$ cat src/rtl/i2c_pkg.sv
// Shared types and constants for the I2C register-access controller.
// One-hot state encoding matches the generic slave it sits behind.
package i2c_pkg;

    localparam int BYTE_W          = 8;
    localparam int BUS_TIMEOUT_DEF = 255;
    localparam int NUM_STATES      = 6;

    localparam int IDLE_B   = 0;
    localparam int PTR_B    = 1;
    localparam int WDATA_B  = 2;
    localparam int WBUS_B   = 3;
    localparam int RFETCH_B = 4;
    localparam int RHOLD_B  = 5;

    typedef enum logic [NUM_STATES-1:0] {
        ST_IDLE   = 6'b000001,
        ST_PTR    = 6'b000010,
        ST_WDATA  = 6'b000100,
        ST_WBUS   = 6'b001000,
        ST_RFETCH = 6'b010000,
        ST_RHOLD  = 6'b100000
    } state_e;

    typedef enum logic [1:0] {
        EV_NONE,
        EV_STOP,
        EV_START
    } event_e;

    // A start in the same cycle as a stop takes precedence.
    function automatic event_e busEvent(
        input logic start,
        input logic stop
    );
        if (start) return EV_START;
        if (stop)  return EV_STOP;
        return EV_NONE;
    endfunction

endpackage

$ cat src/rtl/i2c_reg_ctrl_if.sv
// Simple req/ack register bus between the controller and the register file.
// The controller is the master; the register file answers with ack/rdata.
interface i2c_reg_ctrl_if #(
    parameter int ADDR_W = 8
);
    import i2c_pkg::*;

    logic              reg_req;
    logic              reg_we;
    logic [ADDR_W-1:0] reg_addr;
    logic [BYTE_W-1:0] reg_wdata;
    logic [BYTE_W-1:0] reg_rdata;
    logic              reg_ack;

    modport master (
        output reg_req,
        output reg_we,
        output reg_addr,
        output reg_wdata,
        input  reg_rdata,
        input  reg_ack
    );

    modport slave (
        input  reg_req,
        input  reg_we,
        input  reg_addr,
        input  reg_wdata,
        output reg_rdata,
        output reg_ack
    );

endinterface

$ cat src/rtl/i2c_bus_timer.sv
// Watchdog for an outstanding register-bus request.
// Reloaded when a request starts or is acknowledged; expires after TIMEOUT cycles.
module i2c_bus_timer #(
    parameter int TIMEOUT = 255
) (
    input  logic sys_clk,
    input  logic sys_rst,
    input  logic load,
    input  logic clr,
    input  logic run,
    output logic expire
);

    localparam int CW = $clog2(TIMEOUT + 1);
    localparam logic [CW-1:0] RELOAD = CW'(TIMEOUT - 1);

    logic [CW-1:0] cnt;

    always_ff @(posedge sys_clk) begin
        if (sys_rst) begin
            cnt <= '0;
        end else if (load || clr) begin
            cnt <= RELOAD;
        end else if (run && cnt != '0) begin
            cnt <= cnt - 1'b1;
        end
    end

    // An ack in the final cycle beats the timeout.
    assign expire = run && !clr && (cnt == '0);

endmodule

$ cat src/rtl/i2c_reg_ctrl.sv
// Register-access controller behind the generic I2C slave: pointer byte,
// auto-incrementing writes, prefetched reads and sticky error reporting.
module i2c_reg_ctrl
    import i2c_pkg::*;
#(
    parameter int ADDR_W      = 8,
    parameter int BUS_TIMEOUT = BUS_TIMEOUT_DEF
) (
    input  logic              sys_clk,
    input  logic              sys_rst,
    input  logic              xfer_start,
    input  logic              xfer_rw,
    input  logic              xfer_stop,
    input  logic              rx_valid,
    input  logic [BYTE_W-1:0] rx_data,
    input  logic              tx_req,
    input  logic              tx_nack,
    output logic              tx_valid,
    output logic [BYTE_W-1:0] tx_data,
    i2c_reg_ctrl_if.master    regBus,
    input  logic              err_clr,
    output logic              busy,
    output logic [ADDR_W-1:0] ptr,
    output logic              err_ovf,
    output logic              err_unf,
    output logic              err_tmo
);

    state_e            state;
    state_e            stateNxt;
    logic [ADDR_W-1:0] ptrNxt;
    logic [BYTE_W-1:0] txBuf;
    logic [BYTE_W-1:0] txBufNxt;
    logic [BYTE_W-1:0] wdata;
    logic [BYTE_W-1:0] wdataNxt;
    logic              reqQ;
    logic              reqNxt;
    event_e            pendQ;
    event_e            pendNxt;
    logic              pendRwQ;
    logic              pendRwNxt;

    logic   ackIn;
    logic   expire;
    logic   done;
    logic   loadReq;
    logic   readSt;
    event_e evNow;
    event_e effEv;
    logic   effRw;
    logic   doDisp;
    logic   dispRw;
    logic   ovfSet;
    logic   unfSet;
    logic   tmoSet;

    assign ackIn  = regBus.reg_ack & reqQ;
    assign done   = reqQ & (ackIn | expire);
    assign readSt = state[RFETCH_B] | state[RHOLD_B];
    assign evNow  = busEvent(xfer_start,
                             xfer_stop | (tx_nack & readSt));
    // A fresh event in the completion cycle supersedes the parked one.
    assign effEv  = (evNow != EV_NONE) ? evNow : pendQ;
    assign effRw  = (evNow == EV_START) ? xfer_rw : pendRwQ;

    i2c_bus_timer #(
        .TIMEOUT (BUS_TIMEOUT)
    ) uTimer (
        .sys_clk (sys_clk),
        .sys_rst (sys_rst),
        .load    (loadReq),
        .clr     (ackIn),
        .run     (reqQ),
        .expire  (expire)
    );

    always_comb begin
        stateNxt  = state;
        ptrNxt    = ptr;
        txBufNxt  = txBuf;
        wdataNxt  = wdata;
        reqNxt    = reqQ;
        pendNxt   = pendQ;
        pendRwNxt = pendRwQ;
        loadReq   = 1'b0;
        doDisp    = 1'b0;
        dispRw    = 1'b0;
        ovfSet    = 1'b0;
        unfSet    = 1'b0;
        tmoSet    = 1'b0;

        unique case (1'b1)
            state[IDLE_B]: begin
                if (evNow == EV_START) begin
                    doDisp = 1'b1;
                    dispRw = xfer_rw;
                end
            end
            state[PTR_B]: begin
                if (evNow == EV_START) begin
                    doDisp = 1'b1;
                    dispRw = xfer_rw;
                end else if (evNow == EV_STOP) begin
                    stateNxt = ST_IDLE;
                end else if (rx_valid) begin
                    ptrNxt   = rx_data[ADDR_W-1:0];
                    stateNxt = ST_WDATA;
                end
            end
            state[WDATA_B]: begin
                if (evNow == EV_START) begin
                    doDisp = 1'b1;
                    dispRw = xfer_rw;
                end else if (evNow == EV_STOP) begin
                    stateNxt = ST_IDLE;
                end else if (rx_valid) begin
                    wdataNxt = rx_data;
                    reqNxt   = 1'b1;
                    loadReq  = 1'b1;
                    stateNxt = ST_WBUS;
                end
            end
            state[WBUS_B]: begin
                ovfSet = rx_valid & ~xfer_stop;
                if (done) begin
                    reqNxt  = 1'b0;
                    ptrNxt  = ptr + 1'b1;
                    tmoSet  = expire;
                    pendNxt = EV_NONE;
                    unique case (effEv)
                        EV_START: begin
                            doDisp = 1'b1;
                            dispRw = effRw;
                        end
                        EV_STOP: stateNxt = ST_IDLE;
                        default: stateNxt = ST_WDATA;
                    endcase
                end else if (evNow != EV_NONE) begin
                    pendNxt   = evNow;
                    pendRwNxt = xfer_rw;
                end
            end
            state[RFETCH_B]: begin
                unfSet = tx_req;
                if (done) begin
                    reqNxt   = 1'b0;
                    txBufNxt = ackIn ? regBus.reg_rdata : '1;
                    tmoSet   = expire;
                    pendNxt  = EV_NONE;
                    unique case (effEv)
                        EV_START: begin
                            doDisp = 1'b1;
                            dispRw = effRw;
                        end
                        EV_STOP: stateNxt = ST_IDLE;
                        default: stateNxt = ST_RHOLD;
                    endcase
                end else if (evNow != EV_NONE) begin
                    pendNxt   = evNow;
                    pendRwNxt = xfer_rw;
                end
            end
            state[RHOLD_B]: begin
                if (evNow == EV_START) begin
                    doDisp = 1'b1;
                    dispRw = xfer_rw;
                end else if (evNow == EV_STOP) begin
                    stateNxt = ST_IDLE;
                end else if (tx_req) begin
                    ptrNxt = ptr + 1'b1;
                    doDisp = 1'b1;
                    dispRw = 1'b1;
                end
            end
            default: stateNxt = ST_IDLE;
        endcase

        if (doDisp) begin
            stateNxt = dispRw ? ST_RFETCH : ST_PTR;
            if (dispRw) begin
                reqNxt  = 1'b1;
                loadReq = 1'b1;
            end
        end
    end

    always_ff @(posedge sys_clk) begin
        if (sys_rst) begin
            state   <= ST_IDLE;
            ptr     <= '0;
            txBuf   <= '0;
            wdata   <= '0;
            reqQ    <= 1'b0;
            pendQ   <= EV_NONE;
            pendRwQ <= 1'b0;
            err_ovf <= 1'b0;
            err_unf <= 1'b0;
            err_tmo <= 1'b0;
        end else begin
            state   <= stateNxt;
            ptr     <= ptrNxt;
            txBuf   <= txBufNxt;
            wdata   <= wdataNxt;
            reqQ    <= reqNxt;
            pendQ   <= pendNxt;
            pendRwQ <= pendRwNxt;
            err_ovf <= ovfSet | (err_ovf & ~err_clr);
            err_unf <= unfSet | (err_unf & ~err_clr);
            err_tmo <= tmoSet | (err_tmo & ~err_clr);
        end
    end

    assign tx_valid         = state[RHOLD_B];
    assign tx_data          = txBuf;
    assign busy             = !state[IDLE_B];
    assign regBus.reg_req   = reqQ;
    assign regBus.reg_we    = reqQ & state[WBUS_B];
    assign regBus.reg_addr  = ptr;
    assign regBus.reg_wdata = wdata;

endmodule
$ cat src/flat_wrapper.sv
// flat-port wrapper written by rule: the top's interface ports become plain ports
module i2c_reg_ctrl_flat import i2c_pkg::*;
#(
    parameter int ADDR_W      = 8,
    parameter int BUS_TIMEOUT = BUS_TIMEOUT_DEF
)
  (sys_clk, sys_rst, xfer_start, xfer_rw, xfer_stop, rx_valid, rx_data, tx_req, tx_nack, tx_valid, tx_data, err_clr, busy, ptr, err_ovf, err_unf, err_tmo, regBus_reg_req, regBus_reg_we, regBus_reg_addr, regBus_reg_wdata, regBus_reg_rdata, regBus_reg_ack);
  i2c_reg_ctrl_if #(.ADDR_W(ADDR_W)) regBus_i ();
  input  logic sys_clk;
  input  logic sys_rst;
  input  logic xfer_start;
  input  logic xfer_rw;
  input  logic xfer_stop;
  input  logic rx_valid;
  input  logic [BYTE_W-1:0] rx_data;
  input  logic tx_req;
  input  logic tx_nack;
  output logic tx_valid;
  output logic [BYTE_W-1:0] tx_data;
  input  logic err_clr;
  output logic busy;
  output logic [ADDR_W-1:0] ptr;
  output logic err_ovf;
  output logic err_unf;
  output logic err_tmo;
  output wire logic [$bits(regBus_i.reg_req)-1:0] regBus_reg_req;
  output wire logic [$bits(regBus_i.reg_we)-1:0] regBus_reg_we;
  output wire logic [$bits(regBus_i.reg_addr)-1:0] regBus_reg_addr;
  output wire logic [$bits(regBus_i.reg_wdata)-1:0] regBus_reg_wdata;
  input wire logic [$bits(regBus_i.reg_rdata)-1:0] regBus_reg_rdata;
  input wire logic [$bits(regBus_i.reg_ack)-1:0] regBus_reg_ack;
  assign regBus_reg_req = regBus_i.reg_req;
  assign regBus_reg_we = regBus_i.reg_we;
  assign regBus_reg_addr = regBus_i.reg_addr;
  assign regBus_reg_wdata = regBus_i.reg_wdata;
  assign regBus_i.reg_rdata = regBus_reg_rdata;
  assign regBus_i.reg_ack = regBus_reg_ack;
  i2c_reg_ctrl #(.ADDR_W(ADDR_W), .BUS_TIMEOUT(BUS_TIMEOUT)) u_core (.sys_clk(sys_clk), .sys_rst(sys_rst), .xfer_start(xfer_start), .xfer_rw(xfer_rw), .xfer_stop(xfer_stop), .rx_valid(rx_valid), .rx_data(rx_data), .tx_req(tx_req), .tx_nack(tx_nack), .tx_valid(tx_valid), .tx_data(tx_data), .regBus(regBus_i), .err_clr(err_clr), .busy(busy), .ptr(ptr), .err_ovf(err_ovf), .err_unf(err_unf), .err_tmo(err_tmo));
endmodule
$ cat config.mk
export PLATFORM = sky130hd
export DESIGN_NAME = i2c_reg_ctrl_flat
export DESIGN_NICKNAME = d
export VERILOG_FILES = /design/src/rtl/i2c_pkg.sv /design/src/rtl/i2c_reg_ctrl_if.sv /design/src/rtl/i2c_bus_timer.sv /design/src/rtl/i2c_reg_ctrl.sv /design/src/flat_wrapper.sv
export SDC_FILE = /design/constraint.sdc
export NUM_CORES = 1
export LEC_CHECK = 0
export BUFFER_PORTS_ARGS = -buffer_cell sky130_fd_sc_hd__buf_4
export CAP_MARGIN = 10
export CORE_UTILIZATION = 41
export CTS_CLUSTER_SIZE = 20
export DETAILED_ROUTE_END_ITERATION = 8
export PLACE_DENSITY = 0.65
export SLEW_MARGIN = 20
export SYNTH_ARGS = -nofsm -noshare
export SYNTH_HDL_FRONTEND = slang
export SYNTH_SLANG_ARGS = --single-unit
$ cat constraint.sdc
create_clock -name sys_clk -period 2.9 [get_ports sys_clk]
set_clock_uncertainty 0.15 [all_clocks]
set_input_delay 0.145 -clock sys_clk [delete_from_list [all_inputs] [get_ports sys_clk]]
set_output_delay 0.145 -clock sys_clk [all_outputs]
set_load 0.1 [all_outputs]
==> results of run 1 <==
cells by family (layout without fill, tap and decap cells):
logic type,Yosys count,after routing,synth area share [%]
and+or+nand+nor,105,105,23.36
AOI/OAI and AO/OA,77,77,23.36
DFF,45,45,38.94
buffers and inverters,36,110,7.247
muxes,9,9,4.002
adders and majority gates,5,5,2.704
xor gates and xnor gates,1,1,0.3787
through the flow:
step / std cells / utilization (%) / power (W) / setup slack, ns / instance area [sq um]
2_1_floorplan: 278 / - / 0.0008853 / 0.2211 / 2315
3_3_place_gp: 396 / 53.37 / 0.0009747 / 0.5660 / 2813
3_5_place_dp: 396 / 53.37 / 0.0009745 / 0.4780 / 2813
4_1_cts: 422 / 59.07 / 0.001492 / 0.4427 / 3113
5_1_grt: 422 / 59.07 / 0.001558 / 0.1628 / 3113
6_report: 422 / 59.07 / 0.001479 / 0.4570 / 3113
routing by layer:
metal / wire (um) / up-vias / share of wire [%]
li1: - / 1147 / -
met1: 2942 / 1069 / 48
met2: 2899 / 67 / 47
met3: 291 / 5 / 4.7
met4: 48 / 0 / 0.78
met5: 0 / - / 0
power breakdown:
group / switching (W) / internal, W / total, W
combinational: 0.000191 / 0.000121 / 0.000312
clock: 0.000216 / 0.000280 / 0.000496
sequential: 0.0000285 / 0.000643 / 0.000671
area by class of cell:
type | count | area [sq um]
clock buffer | 6 | 82.58
timing repair buffer | 88 | 705.7
sequential | 45 | 902.1
tap | 70 | 87.58
inverter | 14 | 52.55
clock inverter | 2 | 37.54
fill | 505 | 2157
multi-input combinational | 197 | 1245
repair_timing:
| item | in CTS | in global routing |
|---|---|---|
| setup buffers | 0 | 0 |
| hold buffers | 18 | 0 |
| resized for setup | 0 | 0 |
| endpoints found under the hold margin | 18 | 0 |
worst max path at each step:
stage,cells past startpoint,endpoint,startpoint,slack [ns]
floorplan,5,u_core.uTimer.cnt[7],u_core.regBus.reg_req,0.22
global placement,9,u_core.uTimer.cnt[3],u_core.state[5],0.57
detailed placement,9,u_core.uTimer.cnt[6],u_core.state[5],0.48
CTS,9,u_core.uTimer.cnt[6],u_core.state[5],0.44
global route,9,u_core.uTimer.cnt[6],u_core.state[5],0.16
finish,9,u_core.uTimer.cnt[6],u_core.state[5],0.46
worst max-delay path, cell delays in order, from the launching register on:
cell	delay, ns
dfxtp_2	0.44
o21ai_0	0.17
and2_1	0.23
a21oi_1	0.28
inv_1	0.08
ha_1	0.22
nand4_1	0.07
o2bb2ai_1	0.14
nor2_1	0.39
a21oi_1	0.14
state kept, by name (all words and copies together), names as in the netlist:
register	count
u_core.err_ovf	1
u_core.pendQ	2
u_core.pendRwQ	1
u_core.ptr	8
u_core.uTimer.cnt	8
u_core.err_tmo	1
u_core.state	6
u_core.tx_data	8
u_core.regBus.reg_req	1
u_core.err_unf	1
u_core.regBus.reg_wdata	8
Yosys cell counts, types with 2 or more instances:
cell | n | area share, %
a21o_1 | 2 | 0.65
a21oi_1 | 30 | 6.5
a22oi_1 | 4 | 1.3
a31oi_1 | 3 | 0.81
a32oi_1 | 2 | 0.76
and2_1 | 5 | 1.4
buf_2 | 2 | 0.43
buf_4 | 8 | 2.6
clkbuf_1 | 12 | 1.9
dfxtp_1 | 45 | 39
ha_1 | 5 | 2.7
inv_1 | 14 | 2.3
mux2_2 | 2 | 0.97
mux2i_1 | 7 | 3.0
nand2_1 | 29 | 4.7
nand3_1 | 4 | 0.87
nand4_1 | 4 | 1.1
nor2_1 | 26 | 4.2
nor3_1 | 13 | 2.8
nor4_1 | 3 | 0.81
o211ai_2 | 2 | 1.1
o21ai_0 | 7 | 1.5
o21bai_1 | 2 | 0.65
o221a_2 | 9 | 4.4
o2bb2ai_1 | 2 | 0.76
o32ai_1 | 6 | 2.3
or2_2 | 5 | 1.4
or3_1 | 2 | 0.54
or4b_1 | 2 | 0.87
==> results.py, run 1 <==
metrics = {
    "status": {
        "status": "finished clean",
    },
    "setup_path": {
        "reg2reg_depth": 9,
        "r2r_end": "u_core.uTimer.cnt[6]",
        "worstPathMaxFanout": 13,
        "critPathRequiredTime_ns": 2.91,
        "worst_setup_path_end_kind": "flip-flop",
        "r2r_start": "u_core.state[5]",
        "start_kind": "flip-flop",
        "path_class": "reg2reg",
        "rrSetupSlack_ns": 0.46,
        "cp.arrival_ns": 2.45,
    },
    "routing": {
        "first_iter_violations": 108,
        "wl_mm": 6.182,
        "drc": 0,
        "first_pass_iters": 4,
        "avgViaCountPerCell": 5.422,
        "avgRoutedWirePerCell_um": 14.65,
        "vias": 2288,
        "ant_nets": 0,
    },
    "global_route": {
        "grt_util_met3_pct": 4.048,
        "grt_antenna_before_repair": 0,
        "grt-busiest-layer": "met2",
        "grtUsageMet1_pct": 28.18,
        "met2_usage_pct": 35.00,
        "grt_pass1_vias": 2047,
        "grt_pass1_wl_mm": 10.13,
        "grt_max_degree": 36,
        "grt_use_total_pct": 21.08,
        "grt_overflow": 0,
    },
    "min_path": {
        "hold_start": "rx_valid",
        "hold_path_class": "in2reg",
        "min_path_cells": 3,
        "hold_path_end": "u_core.err_ovf",
    },
    "cells_and_area": {
        "diodes": 0,
        "mostFrequentLayoutCells": "70 x buf_4, 44 x dfxtp_1, 30 x a21oi_1, 29 x nand2_1, 26 x nor2_1",
        "final_common_cell": "buf_4",
        "final_nets": 382,
        "layout-drive-gt1-share_pct": 28.98,
        "area_growth_pct": 34.56,
    },
    "clocking": {
        "cts.path.max_buffers": 2,
        "h-tree-depth": 2,
        "clkTransAtPathRegs_ns": 0.09,
        "cts_tree": "built",
        "clock_sinks": 45,
        "clkLatencyLatePin_ns": 0.29,
        "clockRootBuffer": "clkbuf_8",
        "cts_made_buffers": 5,
    },
    "sta": {
        "fin_crit_ns": 2.443,
        "finalSetupTns_ns": 0,
        "relSlewSlack_pct": 56.41,
        "finalHoldWorstSlack_ns": 0.02181,
        "finalMaxSlewViolations": 0,
        "setup_viol": 0,
        "fmax_ghz": 0.4093,
        "hold_viol_final": 0,
        "rsz0062_at_grt": "no",
        "tightest_slew_ns": 0.6519,
        "post-route-period-util_pct": 84.24,
    },
    "synth": {
        "netlist_instances": 278,
        "async_flop_share_pct": 0,
        "synth_edf_count": 0,
        "ys_warn_count": 0,
        "yosysSeqAreaShare_pct": 38.94,
        "syn-cell-area_sq_um": 2313,
        "synthesis.nets": 309,
        "synth_ff_type": "dfxtp_1",
        "synth_cell_type_count": 50,
        "ys_seq_elements": 45,
        "avgSynthCellArea_sq_um": 8.322,
    },
    "placement": {
        "gp_congestion": 0.8977,
        "dp_hpwl_mm": 4.279,
        "numPortBuffers": 64,
    },
    "floorplanning": {
        "core_sq_um": 5270,
        "num_rows": 26,
        "die_w_um": 77.12,
        "die_area_sq_um": 5947,
        "start_util_pct": 43.90,
        "die-height_um": 77.12,
        "pin_count": 65,
    },
    "power": {
        "powerDensity_nw_per_um2": 475.2,
        "leakagePower_nw": 1.330,
        "vdd_drop_max_uv": 215.6,
    },
    "flow_run": {
        "max_cap_violations": 0,
    },
}
No activity file was read; power rests on OpenSTA's default activity.
==> run 2, diff against run 1 <==
--- a/config.mk
+++ b/config.mk
@@ -10,7 +10,7 @@
 export CORE_UTILIZATION = 41
 export CTS_CLUSTER_SIZE = 20
 export DETAILED_ROUTE_END_ITERATION = 8
-export PLACE_DENSITY = 0.65
+export PLACE_DENSITY = 0.68
 export SLEW_MARGIN = 20
 export SYNTH_ARGS = -nofsm -noshare
 export SYNTH_HDL_FRONTEND = slang
==> constraint.sdc (replaced) <==
create_clock -name sys_clk -period 2.1 [get_ports sys_clk]
set_clock_uncertainty 0.15 [all_clocks]
set_input_delay 0.105 -clock sys_clk [delete_from_list [all_inputs] [get_ports sys_clk]]
set_output_delay 0.105 -clock sys_clk [all_outputs]
set_load 0.1 [all_outputs]
==> results.py, run 2 (same netlist as run 1, synthesis figures left out) <==
metrics = {
    "setup_path": {
        "path_class": "reg2reg",
        "worst_setup_path_end_kind": "flip-flop",
        "cp_common_cell": "o211ai_4",
        "worstPathMaxFanout": 8,
        "critPathRequiredTime_ns": 2.19,
        "slowest_delay_ns": 0.47,
        "worstPathCellList": "inv_2, ha_4, or4b_4, o211ai_4, o211ai_4, buf_6, nor2_4, o221a_4",
        "critPathBufInv": 2,
        "crit_family": "simple AND/OR/NAND/NOR gates",
        "cp.arrival_ns": 2.16,
        "cp_slowest_cell": "or4b_4",
        "start_kind": "flip-flop",
    },
    "clocking": {
        "cts_tree": "built",
        "clkLatencyLatePin_ns": 0.30,
        "clkTransAtPathRegs_ns": 0.09,
        "clock_sinks": 45,
        "clockRootBuffer": "clkbuf_8",
        "cts_made_buffers": 5,
        "cts.path.max_buffers": 2,
        "h-tree-depth": 2,
    },
    "global_route": {
        "grt_pass1_vias": 2269,
        "grt_antenna_before_repair": 0,
        "grt_overflow": 0,
        "grt_pass1_wl_mm": 11.08,
        "grt_use_total_pct": 23.20,
        "grt_max_degree": 36,
    },
    "min_path": {
        "hold_path_class": "in2reg",
    },
    "placement": {
        "dp_hpwl_mm": 4.462,
        "dpl_worst_slack_ns": -0.005757,
        "numPortBuffers": 64,
        "gp_congestion": 0.8513,
    },
    "routing": {
        "avgViaCountPerCell": 5.462,
        "ant_nets": 0,
        "first_iter_violations": 158,
        "dr_wl_met2_mm": 3.312,
        "wl_met3_um": 375,
        "drt-met1-wl_mm": 3.035,
        "wl_mm": 6.833,
        "avgRoutedWirePerCell_um": 15.32,
        "vias": 2436,
        "topRoutingLayerUsed": "met4",
        "drc": 0,
        "first_pass_iters": 4,
    },
    "floorplanning": {
        "die_area_sq_um": 5947,
        "start_util_pct": 43.90,
        "core_sq_um": 5270,
        "die_w_um": 77.12,
        "num_rows": 26,
        "die-height_um": 77.12,
        "pin_count": 65,
    },
    "sta": {
        "finalMaxSlewViolations": 0,
        "relSlewSlack_pct": 62.50,
        "rsz0062_at_grt": "yes",
        "setup_ws_ns": 0.03720,
        "fmax_ghz": 0.4848,
        "tightest_slew_ns": 0.5619,
        "post-route-period-util_pct": 98.23,
        "setup_viol": 0,
        "hold_viol_final": 0,
        "fin_crit_ns": 2.063,
    },
    "power": {
        "vdd_drop_max_uv": 292.3,
        "p_comb_share_pct": 25.6,
        "leakagePower_nw": 1.489,
        "p_clk_share_pct": 31.5,
        "p_seq_share_pct": 42.9,
        "p_int_w": 0.001480,
        "p_switching_w": 0.0006621,
        "switching_share_pct": 30.91,
        "powerDensity_nw_per_um2": 611.7,
    },
    "cells_and_area": {
        "nFillCells": 435,
        "diodes": 0,
        "final_core_util_pct": 66.45,
        "mostFrequentLayoutCells": "89 x buf_4, 35 x dfxtp_1, 29 x nand2_1, 24 x a21oi_1, 24 x nor2_1",
        "final_nets": 406,
        "final_common_cell": "buf_4",
        "layout-drive-gt1-share_pct": 41.49,
        "regArea_sq_um": 920.9,
        "area_growth_pct": 51.38,
        "multiInputGateArea_sq_um": 1425,
    },
    "status": {
        "status": "finished clean",
    },
    "flow_run": {
        "max_cap_violations": 0,
    },
}
-- run 2: cell count changes in the layout (fill, tap and decap cells not counted), sizes merged --
cell	previous run	this run
buf	70	91
clkbuf	6	5
clkinv	0	1
dlygate4sd3	18	21
-- run 2: tightest hold or removal path: stages --
cell and delay [ns]:
buf_4 0.11, nor3_1 0.07, a21oi_1 0.11, nor2_1 0.04
-- run 2: path summary, 6_finish.rpt --
path	start	end	slack, ns	cells after the start
hold reg to reg	u_core.regBus.reg_wdata[0]	u_core.regBus.reg_wdata[0]	0.31	2
hold / removal	regBus_reg_ack	u_core.err_tmo	0.03	4
setup reg to reg	u_core.uTimer.cnt[0]	u_core.ptr[4]	0.04	8
setup / recovery	u_core.uTimer.cnt[0]	u_core.ptr[4]	0.04	8
-- run 2: routing by layer --
layer | up-vias | GRT usage, %
li1 | 1196 | -
met1 | 1152 | 31.14
met2 | 79 | 37.59
met3 | 9 | 4.524
met4 | 0 | 6.792
met5 | - | 0
-- run 2: power by group through the flow --
stage | registers (W) | logic, W | clock network (W)
floorplan | 0.000996 | 0.000241 | 0
global placement | 0.000935 | 0.000467 | 0
detailed placement | 0.000935 | 0.000471 | 0
CTS | 0.000916 | 0.000511 | 0.000693
global route | 0.000925 | 0.000586 | 0.000727
finish | 0.000919 | 0.000549 | 0.000674
-- run 2: timing repair --
| item | in CTS | in global routing |
|---|---|---|
| pin swaps | 1 | 6 |
| setup buffers | 0 | 5 |
| resized for setup | 5 | 28 |
| hold endpoints to repair | 21 | 0 |
| hold buffers | 21 | 0 |
| endpoints found under the setup margin | 9 | 33 |
-- run 2: stage by stage --
stage                TNS (ns)  hold WS, ns  instance area (sq um)  instances  power, W
floorplan             -0.1172      0.09101                   2384        278  0.001237
global placement            0       0.2036                   2992        412  0.001402
detailed placement  -0.008920       0.2095                   2992        412  0.001406
CTS                         0      0.01635                   3336        441  0.002120
global route          -0.1291      0.04660                   3502        446  0.002238
finish                      0      0.03205                   3502        446  0.002142
-- run 2: final cells by class --
cell class                 instances  area share [%]
multi-input combinational        197           40.69
clock inverter                     3           1.322
clock buffer                       5           1.965
tap                               70           2.501
timing repair buffer             112           25.72
inverter                          14           1.501
sequential                        45           26.30
==> run 3, diff against run 2 <==
==> constraint.sdc (replaced) <==
create_clock -name sys_clk -period 2.1 [get_ports sys_clk]
set_clock_uncertainty 0.15 [all_clocks]
set_input_delay 0.21 -clock sys_clk [delete_from_list [all_inputs] [get_ports sys_clk]]
set_output_delay 0.21 -clock sys_clk [all_outputs]
set_load 0.1 [all_outputs]
==> results.py, run 3 (same netlist as run 1, synthesis figures left out) <==
metrics = {
    "status": {
        "status": "finished clean",
    },
    "sta": {
        "hold_viol_final": 0,
        "post-route-period-util_pct": 98.52,
        "finalSetupTns_ns": 0,
        "setup_viol": 0,
        "finalHoldWorstSlack_ns": 0.01208,
        "setup_ws_ns": 0.03115,
        "fmax_ghz": 0.4834,
        "finalMaxSlewViolations": 0,
        "rsz0062_at_grt": "yes",
        "relSlewSlack_pct": 63.22,
        "tightest_slew_ns": 0.5511,
        "fin_crit_ns": 2.069,
    },
    "clocking": {
        "cts.path.max_buffers": 2,
        "clkLatencyLatePin_ns": 0.30,
        "clock_sinks": 45,
        "clkTransAtPathRegs_ns": 0.09,
        "cts_made_buffers": 5,
        "clockRootBuffer": "clkbuf_8",
        "cts_tree": "built",
        "h-tree-depth": 2,
    },
    "setup_path": {
        "path_class": "reg2reg",
        "critPathRequiredTime_ns": 2.20,
        "worstPathMaxFanout": 8,
        "r2r_start": "u_core.uTimer.cnt[0]",
        "critPathLaunch": "u_core.uTimer.cnt[0]",
        "rrSetupSlack_ns": 0.03,
        "r2r_end": "u_core.ptr[4]",
        "start_kind": "flip-flop",
        "reg2reg_depth": 8,
        "endpoint": "u_core.ptr[4]",
        "cp.arrival_ns": 2.17,
        "worst_setup_path_end_kind": "flip-flop",
    },
    "cells_and_area": {
        "final_common_cell": "buf_4",
        "layout-drive-gt1-share_pct": 43.70,
        "fin_area_sq_um": 3319,
        "diodes": 0,
        "final_nets": 387,
        "nFillCells": 454,
        "mostFrequentLayoutCells": "88 x buf_4, 35 x dfxtp_1, 29 x nand2_1, 24 x a21oi_1, 24 x nor2_1",
        "area_growth_pct": 43.48,
    },
    "global_route": {
        "grt_max_degree": 36,
        "grt_pass1_wl_mm": 10.63,
        "grt_pass1_vias": 2149,
        "grt_antenna_before_repair": 0,
        "grt_use_total_pct": 22.16,
        "grt_overflow": 0,
    },
    "floorplanning": {
        "pin_count": 65,
        "die-height_um": 77.12,
        "start_util_pct": 43.90,
        "num_rows": 26,
        "core_sq_um": 5270,
        "die_area_sq_um": 5947,
        "die_w_um": 77.12,
    },
    "routing": {
        "wl_mm": 6.623,
        "drc": 0,
        "first_iter_violations": 132,
        "first_pass_iters": 4,
        "ant_nets": 0,
        "avgViaCountPerCell": 5.555,
        "vias": 2372,
        "avgRoutedWirePerCell_um": 15.51,
    },
    "power": {
        "leakagePower_nw": 1.415,
        "power_w": 0.002118,
        "vdd_drop_max_uv": 289.6,
        "powerDensity_nw_per_um2": 638.2,
    },
    "min_path": {
        "hold_path_class": "in2reg",
    },
    "placement": {
        "numPortBuffers": 64,
        "gp_congestion": 0.8513,
        "dp_hpwl_mm": 4.462,
        "dpl_worst_slack_ns": -0.005757,
        "dpl_cell_area_sq_um": 2992,
    },
    "flow_run": {
        "max_cap_violations": 0,
    },
}
## run 3: cell count changes in the layout (fill, tap and decap cells not counted)
cell	change
buf_8	+1
buf_4	-1
dlygate4sd3_1	-19
## run 3: critical path: stages (launching register included)
cell and delay, ns:
dfxtp_2 0.34, inv_2 0.08, ha_4 0.13, or4b_4 0.47, o211ai_4 0.26, o211ai_4 0.13, buf_8 0.17, nor2_4 0.10
o221a_4 0.19
## run 3: cell type report
cell class	count	area (sq um)	share of cell area, %
clock buffers	5	68.82	2.073
clock inverters	3	46.29	1.395
inverters	14	52.55	1.583
multi-input cells	197	1425	42.93
flip-flops and latches	45	920.9	27.74
well taps	70	87.58	2.639
repair buffers	93	718.2	21.64
## run 3: metal layers
| layer | routed length, um | up-vias | part of all wire (%) | GRT usage [%] |
|---|---|---|---|---|
| met3 | 351 | 8 | 5.3 | 4.643 |
| li1 | - | 1158 | - | - |
| met1 | 3020 | 1128 | 46 | 30.45 |
| met4 | 88 | 0 | 1.3 | 7.170 |
| met2 | 3162 | 78 | 48 | 34.46 |
| met5 | 0 | - | 0 | 0 |
## run 3: stage by stage
step,utilization [%],std cells
final,62.99,427
after floorplan,-,278
after global routing,62.99,427
after detailed placement,56.77,412
after CTS,59.50,421
after global placement,56.77,412
## run 3: worst min path at each step
stage | start | end | slack (ns) | cells past startpoint
after floorplan | rx_data[0] | u_core.regBus.reg_wdata[0] | 0.20 | 2
after global placement | u_core.regBus.reg_wdata[5] | u_core.regBus.reg_wdata[5] | 0.30 | 2
after detailed placement | u_core.regBus.reg_wdata[0] | u_core.regBus.reg_wdata[0] | 0.30 | 2
after CTS | rx_data[1] | u_core.regBus.reg_wdata[1] | 0.004 | 3
after global routing | rx_data[5] | u_core.regBus.reg_wdata[5] | 0.003 | 3
final | rx_data[1] | u_core.regBus.reg_wdata[1] | 0.01 | 3
## run 3: what timing repair did
item,4_1_cts,5_1_grt
gates cloned,0,0
buffers inserted,0,5
hold buffers,1,1
resized for setup,5,30
endpoints found under the setup margin,9,33
hold endpoints to repair,1,1
pin swaps,1,6
## run 3: report_power, final
group | switching, W | internal [W] | leakage (nW)
logic | 0.000308 | 0.000214 | 0.990
clock network | 0.000320 | 0.000356 | 0.0543
registers | 0.0000310 | 0.000888 | 0.371
